===== config.mk =====
export PLATFORM = sky130hd
export DESIGN_NAME = light_sequencer_flat
export DESIGN_NICKNAME = d
export VERILOG_FILES = /design/src/rtl/light_sequencer_if.sv /design/src/rtl/light_sequencer.sv /design/src/flat_wrapper.sv
export SDC_FILE = /design/constraint.sdc
export NUM_CORES = 1
export LEC_CHECK = 0
export ABC_AREA = 0
export ABC_CLOCK_PERIOD_IN_PS = 4500
export CORE_MARGIN = 2
export CORE_UTILIZATION = 59
export CTS_CLUSTER_DIAMETER = 50
export DETAILED_ROUTE_END_ITERATION = 16
export PLACE_DENSITY = 0.83
export SETUP_SLACK_MARGIN = 0.02
export SLEW_MARGIN = 20
export SYNTH_ARGS = -nofsm -noshare
export SYNTH_HDL_FRONTEND = slang
export SYNTH_SLANG_ARGS = --single-unit

===== constraint.sdc =====
create_clock -name clk -period 4.5 [get_ports clk]
set_clock_uncertainty 0.1 [all_clocks]
set_input_delay 0.9 -clock clk [delete_from_list [all_inputs] [get_ports clk]]
set_output_delay 0.9 -clock clk [all_outputs]
set_load 0.005 [all_outputs]

===== src/rtl/light_sequencer_if.sv =====
// light_sequencer_if: signal bundle between the light sequencer and the light block plus its timing/request logic
interface light_sequencer_if;
  logic       enable;
  logic       ped_req;
  logic [2:0] light;
  logic       sel;
  logic       button;
  logic       ped_ack;
  logic [2:0] phase;
  logic       fault;
  modport master (input enable, ped_req, light, output sel, button, ped_ack, phase, fault);
  modport slave (output enable, ped_req, light, input sel, button, ped_ack, phase, fault);
endinterface


===== src/rtl/light_sequencer.sv =====
// light_sequencer: steps the light block through timed phases, verifies each returned code, serves pedestrian requests
module light_sequencer #(
  parameter int RED_CYCLES   = 8,
  parameter int RA_CYCLES    = 2,
  parameter int GREEN_CYCLES = 8,
  parameter int AMBER_CYCLES = 3,
  parameter int PED_CYCLES   = 4,
  parameter int SYNC_MAX     = 8,
  parameter int CNT_W        = 8
) (
  input  logic              clk,
  input  logic              rst,
  light_sequencer_if.master seq_if
);
  typedef enum logic [2:0] {SYNC = 3'd0, RED = 3'd1, RA = 3'd2, GREEN = 3'd3, AMBER = 3'd4, FAULT = 3'd7} state_t;
  localparam int PW = $clog2(SYNC_MAX + 1);
  localparam logic [2:0] C_RED = 3'b100, C_RA = 3'b110, C_GREEN = 3'b001, C_AMBER = 3'b010;
  localparam logic [CNT_W-1:0] L_RED = CNT_W'(RED_CYCLES - 1);
  localparam logic [CNT_W-1:0] L_PED = CNT_W'(RED_CYCLES + PED_CYCLES - 1);
  localparam logic [CNT_W-1:0] L_RA = CNT_W'(RA_CYCLES - 1);
  localparam logic [CNT_W-1:0] L_GREEN = CNT_W'(GREEN_CYCLES - 1);
  localparam logic [CNT_W-1:0] L_AMBER = CNT_W'(AMBER_CYCLES - 1);
  localparam logic [PW-1:0] P_MAX = PW'(SYNC_MAX);
  state_t state_q, state_d, next_ph;
  logic [CNT_W-1:0] cnt_q, cnt_d, load;
  logic [PW-1:0] pulses_q, pulses_d;
  logic chk_q, chk_d, first_q, first_d, pend_q, pend_d, ack_q, ack_d, sel_q;
  logic in_phase, mismatch, step, sync_hit, serve;
  logic [2:0] code;
  always_ff @(posedge clk) begin
    if (rst) begin
      state_q  <= SYNC;
      cnt_q    <= '0;
      pulses_q <= '0;
      chk_q    <= 1'b1;
      first_q  <= 1'b0;
      pend_q   <= 1'b0;
      ack_q    <= 1'b0;
      sel_q    <= 1'b0;
    end else begin
      state_q  <= state_d;
      cnt_q    <= cnt_d;
      pulses_q <= pulses_d;
      chk_q    <= chk_d;
      first_q  <= first_d;
      pend_q   <= pend_d;
      ack_q    <= ack_d;
      sel_q    <= 1'b1;
    end
  end
  // SYNC alternates check/pulse starting with a check, so the first cycle after reset never steps the block
  always_comb begin
    in_phase = state_q inside {RED, RA, GREEN, AMBER};
    code     = state_q == RED ? C_RED : state_q == RA ? C_RA : state_q == GREEN ? C_GREEN : C_AMBER;
    next_ph  = state_q == RED ? RA : state_q == RA ? GREEN : state_q == GREEN ? AMBER : RED;
    mismatch = in_phase && first_q && seq_if.light != code;
    step     = in_phase && !mismatch && cnt_q == '0 && seq_if.enable;
    sync_hit = state_q == SYNC && chk_q && seq_if.light == C_RED;
    serve    = (step && state_q == AMBER && (pend_q || seq_if.ped_req)) || (sync_hit && pend_q);
    load     = next_ph == RA ? L_RA : next_ph == GREEN ? L_GREEN : next_ph == AMBER ? L_AMBER :
               serve ? L_PED : L_RED;
    state_d  = state_q;
    cnt_d    = cnt_q;
    pulses_d = pulses_q;
    chk_d    = chk_q;
    first_d  = 1'b0;
    ack_d    = serve;
    pend_d   = serve ? 1'b0 : pend_q | (in_phase & seq_if.ped_req);
    if (state_q == SYNC) begin
      chk_d    = !chk_q;
      pulses_d = chk_q ? pulses_q : pulses_q + 1'b1;
      state_d  = sync_hit ? RED : (chk_q && pulses_q == P_MAX) ? FAULT : SYNC;
      cnt_d    = sync_hit ? load : cnt_q;
    end else if (mismatch) begin
      state_d = FAULT;
    end else if (step) begin
      state_d = next_ph;
      cnt_d   = load;
      first_d = 1'b1;
    end else if (in_phase && seq_if.enable) begin
      cnt_d = cnt_q - 1'b1;
    end
  end
  assign seq_if.sel     = sel_q;
  assign seq_if.button  = state_q == SYNC ? !chk_q : step;
  assign seq_if.ped_ack = ack_q;
  assign seq_if.phase   = state_q;
  assign seq_if.fault   = state_q == FAULT;
endmodule

===== src/flat_wrapper.sv =====
// flat-port wrapper written by rule: the top's interface ports become plain ports
module light_sequencer_flat 
#(
  parameter int RED_CYCLES   = 8,
  parameter int RA_CYCLES    = 2,
  parameter int GREEN_CYCLES = 8,
  parameter int AMBER_CYCLES = 3,
  parameter int PED_CYCLES   = 4,
  parameter int SYNC_MAX     = 8,
  parameter int CNT_W        = 8
)
  (clk, rst, seq_if_enable, seq_if_ped_req, seq_if_light, seq_if_sel, seq_if_button, seq_if_ped_ack, seq_if_phase, seq_if_fault);
  light_sequencer_if seq_if_i ();
  input  logic clk;
  input  logic rst;
  input wire logic [$bits(seq_if_i.enable)-1:0] seq_if_enable;
  input wire logic [$bits(seq_if_i.ped_req)-1:0] seq_if_ped_req;
  input wire logic [$bits(seq_if_i.light)-1:0] seq_if_light;
  output wire logic [$bits(seq_if_i.sel)-1:0] seq_if_sel;
  output wire logic [$bits(seq_if_i.button)-1:0] seq_if_button;
  output wire logic [$bits(seq_if_i.ped_ack)-1:0] seq_if_ped_ack;
  output wire logic [$bits(seq_if_i.phase)-1:0] seq_if_phase;
  output wire logic [$bits(seq_if_i.fault)-1:0] seq_if_fault;
  assign seq_if_i.enable = seq_if_enable;
  assign seq_if_i.ped_req = seq_if_ped_req;
  assign seq_if_i.light = seq_if_light;
  assign seq_if_sel = seq_if_i.sel;
  assign seq_if_button = seq_if_i.button;
  assign seq_if_ped_ack = seq_if_i.ped_ack;
  assign seq_if_phase = seq_if_i.phase;
  assign seq_if_fault = seq_if_i.fault;
  light_sequencer #(.RED_CYCLES(RED_CYCLES), .RA_CYCLES(RA_CYCLES), .GREEN_CYCLES(GREEN_CYCLES), .AMBER_CYCLES(AMBER_CYCLES), .PED_CYCLES(PED_CYCLES), .SYNC_MAX(SYNC_MAX), .CNT_W(CNT_W)) u_core (.clk(clk), .rst(rst), .seq_if(seq_if_i));
endmodule

==> results.rst, run 1 <==
.. list-table::
   :header-rows: 1

   * - Metric
     - Value
   * - Run status
     - completed
   * - GRT met3 Usage
     - 4.76%
   * - Async set-reset flop share out of synthesis
     - 0%
   * - Number of core rows
     - 16
   * - Area contributors post-synth
     - dfxtp_1 32%, a21oi_1 5.9%, nor2_1 5.3%
   * - Number of setup buffers added after CTS
     - 0
   * - Worst reg2reg path endpoint
     - u_core.cnt_q[0]
   * - Half-perimeter wire length of the detailed placement result
     - approximately 2200 microns
   * - H-tree lvl count
     - 1
   * - Power density over cell area
     - 798 nW/um^2
   * - TritonCTS Buffers
     - 3
   * - NumNets Final
     - 173
   * - Mean area per synthesized cell
     - approximately 8.4 sq um
   * - Instance count of the mapped netlist
     - between 150 and 200
   * - Number of buffers and inverters on the critical path
     - 2
   * - Final number of max-transition violations
     - 0
   * - Count of cells resized by post-cts repair
     - 0
   * - Total core area
     - between 1500 and 2000 sq um
   * - Unrepaired setup endpoints after global routing
     - false
   * - Starting Density
     - 63.8%
   * - Number of antenna violations at the first check in global routing
     - 0
   * - Crit Path Category
     - input port to primary output
   * - Gpl congestion
     - 0.930
   * - Slew @ Worst Pin
     - 0.666 ns
   * - Peak supply drop
     - 0.438 mV
   * - Critical path's top delay family
     - buffers and inverters
   * - Crit-path cells
     - clkdlybuf4s50_1, or4b_4, o211ai_2, nand4_1, o21ai_0, clkdlybuf4s50_1
   * - Syn nets
     - 161
   * - CTS tree
     - yes
   * - Worst slew slack as a fraction of its limit
     - between 50% and 60%
   * - Biggest fanout along the worst timing path
     - 6
   * - Crit path DAT
     - 2.99 ns
   * - Clock latency at the later pin of the worst-skew pair
     - around 0.32 ns
   * - Most common cell on crit path
     - clkdlybuf4s50_1
   * - Most common cell in the synthesized netlist
     - dfxtp_1
   * - Total Routing Usage GR
     - ~27%
   * - Height of the chip
     - between 50 and 60 microns
   * - Crit. path cell count
     - 6
   * - TNS Setup
     - 0 ns
   * - Final period utilization
     - between 80% and 90%
   * - Critical path data required time
     - between 3 and 4 ns
   * - Number of enable-type register cells in the synthesized netlist
     - 0
   * - Number of cells on the worst reg-to-reg path
     - 6
   * - Final setup viols
     - 0
   * - Clock edge transition at the registers on the reported setup and hold paths
     - around 0.11 ns
   * - Via count of the first global-routing pass
     - roughly 1100
   * - Largest net degree at the start of global routing
     - 19
   * - Peak-usage layer in the global routing report
     - met2
   * - Area share of the largest cell type after synthesis
     - 31.7%
   * - Root Buffer Master
     - clkbuf_4
   * - First-pass GRT wire length
     - 5170 microns
   * - Remaining design rule violation count
     - 0
   * - Reg-to-reg slack, setup
     - 1.94 ns
   * - Antenna violation net count after detailed routing
     - 0
   * - Number of maximum-capacitance constraint violations
     - 0
   * - Register bit count reported by yosys
     - 20
   * - Start point of the critical path
     - seq_if_light[1]
   * - Antenna Cells
     - 0
   * - Share of layout cells above drive strength 1
     - 13.6%
   * - Final routed wire length divided by cell count
     - between 15 and 20 microns
   * - Most frequently used flop master after synthesis
     - dfxtp_1
   * - Tot Pwr
     - around 0.0011 W
   * - Number of hold violations in the final report
     - 0
   * - IO buf count
     - 13
   * - Area leader, netlist
     - dfxtp_1
   * - Mapped cell area
     - between 1000 and 1500 sq um
   * - Leakage
     - approximately 0.55 nW
   * - Via density per instance
     - ~6.1
   * - Layout Utilization
     - a little under three quarters
   * - Area enclosed by the die boundary
     - roughly 2500 sq um
   * - Ports
     - 14
   * - Most frequent cells after synthesis
     - 20 x dfxtp_1, 18 x nor2_1, 15 x a21oi_1
   * - Total via count in the routed design
     - 1162
   * - Buffers from clock root to sink, at most
     - 2
   * - Launch point of the worst reg-to-reg path
     - u_core.seq_if.phase[1]
   * - Count of synthesis-stage warnings from yosys
     - 0
   * - Achievable clock frequency
     - approximately 250 MHz
   * - Post-Route WL
     - slightly below 3000 microns
   * - DRC violation total after the first TritonRoute iteration
     - 47
   * - Fraction of the yosys area taken by sequential cells
     - a little under a third
   * - # hold bufs at CTS
     - 0
   * - Area growth from synthesis to layout
     - 12.2%
   * - Worst setup endpoint
     - seq_if_button
   * - Largest stage delay, worst path
     - 0.58 ns
   * - Post-route minimum period
     - between 3 and 4 ns
   * - Kind of path behind the tightest hold check
     - flop to flop
   * - Crit. End Element
     - primary output
   * - Overflow left after global routing
     - 0
   * - Fraction of met2 tracks used by global routing
     - between 40% and 50%
   * - Die W
     - 50.3 microns
   * - Crit path max-delay cell type
     - or4b_4
   * - Met1 Resource Use GR
     - a little under two fifths
   * - Detailed-routing iteration count for the pre-antenna-repair pass
     - 4
   * - Number of distinct library cells after synthesis
     - 50
   * - Nature of the critical path startpoint
     - input port
   * - Sinks on Clock Net
     - 20
worst reg2reg max path, delay by kind of cell, from the launching register on:
kind	cells	cell delay [ns]
compound gates	3	0.80
flops	1	0.64
simple gates	3	0.91
worst min-delay path by stage:
stage / startpoint / to / slack (ns) / depth (start not counted)
6_report: u_core.cnt_q[5] / u_core.cnt_q[5] / 0.41 / 2
5_1_grt: u_core.cnt_q[5] / u_core.cnt_q[5] / 0.45 / 2
3_3_place_gp: u_core.cnt_q[5] / u_core.cnt_q[5] / 0.39 / 2
3_5_place_dp: u_core.cnt_q[5] / u_core.cnt_q[5] / 0.39 / 2
2_1_floorplan: u_core.cnt_q[5] / u_core.cnt_q[5] / 0.37 / 2
4_1_cts: u_core.cnt_q[5] / u_core.cnt_q[5] / 0.41 / 2
registers in the layout, indices dropped and copies added (netlist names):
name	count
u_core.seq_if.sel	1
u_core.first_q	1
u_core.seq_if.ped_ack	1
u_core.pulses_q	4
u_core.chk_q	1
u_core.pend_q	1
u_core.cnt_q	8
u_core.seq_if.phase	3
per-layer routing:
metal / up-vias / part of all wire, %
met5: - / 0
met4: 0 / 1.9
met3: 7 / 7.6
met2: 45 / 46
met1: 540 / 44
li1: 570 / -
layout make-up:
class | instances | area (sq um)
tap | 27 | 33.8
inverter | 9 | 33.8
multi-input combinational | 116 | 783
clock buffer | 4 | 36.3
sequential | 20 | 400
timing repair buffer | 13 | 130
fill | 163 | 564
power by group:
group | internal (W) | switching (W) | leakage [nW]
Clock | 0.0000495 | 0.0000618 | 0.0210
Combinational | 0.000303 | 0.000391 | 0.361
Sequential | 0.000233 | 0.0000922 | 0.164
kinds of logic (layout without fill, tap and decap cells):
group | count (synthesis) | after routing | share of synthesized area (%)
AO/OA/AOI/OAI | 42 | 42 | 22.4
XOR/XNOR | 4 | 4 | 2.77
adder cells (fa/ha/maj) | 3 | 3 | 2.97
buffers and inverters | 15 | 26 | 6.34
flip-flops | 20 | 20 | 31.7
multiplexers | 1 | 1 | 0.792
AND/OR/NAND/NOR | 66 | 66 | 33.1
stage by stage:
step | std cells | hold slack [ns] | cell area [sq um] | setup slack, ns
floorplan | 151 | 0.372 | 1260 | 1.62
global placement | 185 | 0.387 | 1380 | 0.570
detailed placement | 185 | 0.392 | 1380 | 0.515
CTS | 189 | 0.408 | 1420 | 0.514
global route | 189 | 0.447 | 1420 | 0.415
finish | 189 | 0.410 | 1420 | 0.513
cell usage in the layout (no fill, tap or decap), drive strengths merged, types with 2 or more instances in the layout:
cell type | Yosys | final
dfxtp | 20 | 20
nor2 | 18 | 18
a21oi | 16 | 16
nand2 | 15 | 15
clkdlybuf4s50 | 0 | 13
inv | 9 | 9
o21ai | 9 | 9
nor3 | 7 | 7
nand3 | 4 | 4
clkbuf | 2 | 4
nor3b | 4 | 4
a31oi | 3 | 3
nand4 | 3 | 3
o32ai | 3 | 3
ha | 3 | 3
nand4b | 3 | 3
xnor2 | 2 | 2
a21bo | 2 | 2
xor2 | 2 | 2
o211ai | 2 | 2
(Power assumes the default switching activity.)
==> run 2: changes to the inputs <==
REMOVE_ABC_BUFFERS = 1   (was default)
==> results.rst, run 2 (synthesized netlist as in run 1, its figures left out) <==
.. list-table::
   :header-rows: 1

   * - Metric
     - Value
   * - Run status
     - completed
   * - Largest net degree at the start of global routing
     - 19
   * - CTS tree
     - yes
   * - Commonest non-fill, non-tap cells in the layout
     - 20 x dfxtp_1, 18 x nor2_1, 15 x a21oi_1
   * - # hold bufs at CTS
     - 0
   * - First-pass GRT wire length
     - 5010 microns
   * - Number of maximum-capacitance constraint violations
     - 0
   * - Fillcell total
     - 160
   * - Biggest fanout along the worst timing path
     - 6
   * - Count of cells resized by post-cts repair
     - 0
   * - Peak supply drop
     - roughly 0.56 mV
   * - Leading cell type in the layout, fill and taps excluded
     - dfxtp_1
   * - Final period utilization
     - 90.6%
   * - Gpl congestion
     - ~0.85
   * - Final std cells w/o fill
     - about 190
   * - Leakage
     - around 0.55 nW
   * - IO buf count
     - 13
   * - Flip-flop and latch area
     - 400 sq um
   * - Share of layout cells above drive strength 1
     - ~14%
   * - Starting Density
     - 63.8%
   * - DRC violation total after the first TritonRoute iteration
     - 51
   * - Die W
     - ~50 microns
   * - Sinks on Clock Net
     - 20
   * - Crit. End Element
     - primary output
   * - Number of core rows
     - 16
   * - Kind of path behind the tightest hold check
     - flop to flop
   * - Total via count in the routed design
     - 1173
   * - Number of setup buffers added after CTS
     - 0
   * - Largest stage delay, worst path
     - around 0.60 ns
   * - Buffers from clock root to sink, at most
     - 2
   * - Half-perimeter wire length of the detailed placement result
     - 2120 microns
   * - Number of antenna violations at the first check in global routing
     - 0
   * - Most common cell on crit path
     - clkdlybuf4s50_1
   * - Critical path data required time
     - about 3.5 ns
   * - Final routed wire length divided by cell count
     - 15.5 microns
   * - Area growth from synthesis to layout
     - 13.5%
   * - Via count of the first global-routing pass
     - 1137
   * - NumNets Final
     - about 170
   * - Antenna Cells
     - 0
   * - Achievable clock frequency
     - 245 MHz
   * - Final setup viols
     - 0
   * - Worst slew slack as a fraction of its limit
     - around 54%
   * - Area enclosed by the die boundary
     - ~2500 sq um
   * - Total Routing Usage GR
     - about a quarter
   * - Unrepaired setup endpoints after global routing
     - false
   * - Post-route minimum period
     - a little over 4 ns
   * - H-tree lvl count
     - 1
   * - Final number of max-transition violations
     - 0
   * - Nature of the critical path startpoint
     - input port
   * - Clock edge transition at the registers on the reported setup and hold paths
     - around 0.11 ns
   * - Inst Count DP
     - approximately 190
   * - Remaining design rule violation count
     - 0
   * - Root Buffer Master
     - clkbuf_4
   * - Total core area
     - between 1500 and 2000 sq um
   * - Crit path DAT
     - 3.08 ns
   * - Power density over cell area
     - between 800 and 900 nW/um^2
   * - TNS Setup
     - 0 ns
   * - Flip-flop count of the largest register after layout
     - 8
   * - Crit path max-delay cell type
     - or4b_4
   * - Detailed-routing iteration count for the pre-antenna-repair pass
     - 5
   * - Slew @ Worst Pin
     - between 0.6 and 0.7 ns
   * - Post-Route WL
     - 2930 microns
   * - Clock latency at the later pin of the worst-skew pair
     - ~0.31 ns
   * - Area occupied by multi-input gates
     - slightly below 800 sq um
   * - Crit Path Category
     - input port to primary output
   * - Number of hold violations in the final report
     - 0
   * - Crit-path cells
     - clkdlybuf4s50_1, or4b_4, o211ai_2, nand4_1, o21ai_0, clkdlybuf4s50_1
   * - Most flops, register
     - u_core.cnt_q
   * - Via density per instance
     - roughly 6.2
   * - Ports
     - 14
   * - Antenna violation net count after detailed routing
     - 0
   * - Height of the chip
     - 50.3 microns
   * - TritonCTS Buffers
     - 3
   * - Overflow left after global routing
     - 0
run 2: cell types whose count changed in the layout (fill, tap and decap cells not counted), sizes merged:
| cell | delta |
|---|---|
| bufinv | +1 |
| clkbuf | -1 |
run 2: power breakdown:
group,leakage (nW),internal [W],switching [W]
Clock,0.0279,0.0000901,0.0000596
Sequential,0.164,0.000233,0.0000891
Combinational,0.361,0.000303,0.000404
run 2: final cells by class:
type	count	share of cell area, %
clock inverter	1	2.09
multi-input combinational	116	54.6
inverter	9	2.36
clock buffer	3	1.57
timing repair buffer	13	9.08
sequential	20	27.9
tap	27	2.36
run 2: layer usage:
| metal | track usage, % | wire (microns) | part of all wire [%] | vias to the layer above |
|---|---|---|---|---|
| li1 | - | - | - | 572 |
| met1 | 32.6 | 1250 | 43 | 548 |
| met2 | 42.1 | 1440 | 49 | 43 |
| met3 | 4.17 | 147 | 5.0 | 10 |
| met4 | 15.3 | 90 | 3.1 | 0 |
| met5 | 0 | 0 | 0 | - |
run 2: worst max-delay path, delay by kind of cell:
family | cells | cell delay [ns]
simple gates | 2 | 0.80
buf+inv | 2 | 1.03
compound gates | 2 | 0.34
run 2: stage by stage:
stage                     hold slack, ns  area (sq um)  setup WS [ns]  total power (W)  utilization (%)
final                              0.426          1430          0.425          0.00118             72.3
after global routing               0.459          1430          0.338          0.00126             72.3
after CTS                          0.428          1430          0.457          0.00117             72.3
after detailed placement           0.411          1380          0.471          0.00101             69.7
after global placement             0.393          1380          0.577         0.000989             69.7
after floorplan                    0.372          1220           1.62         0.000831                -
run 2: final timing paths:
check	start	endpoint	slack, ns	cells after the start
worst max-delay path	seq_if_light[1]	seq_if_button	0.42	6
worst min-delay path	u_core.cnt_q[5]	u_core.cnt_q[5]	0.43	2
worst max register to register	u_core.seq_if.phase[1]	u_core.cnt_q[0]	1.94	6
worst min register to register	u_core.cnt_q[5]	u_core.cnt_q[5]	0.43	2
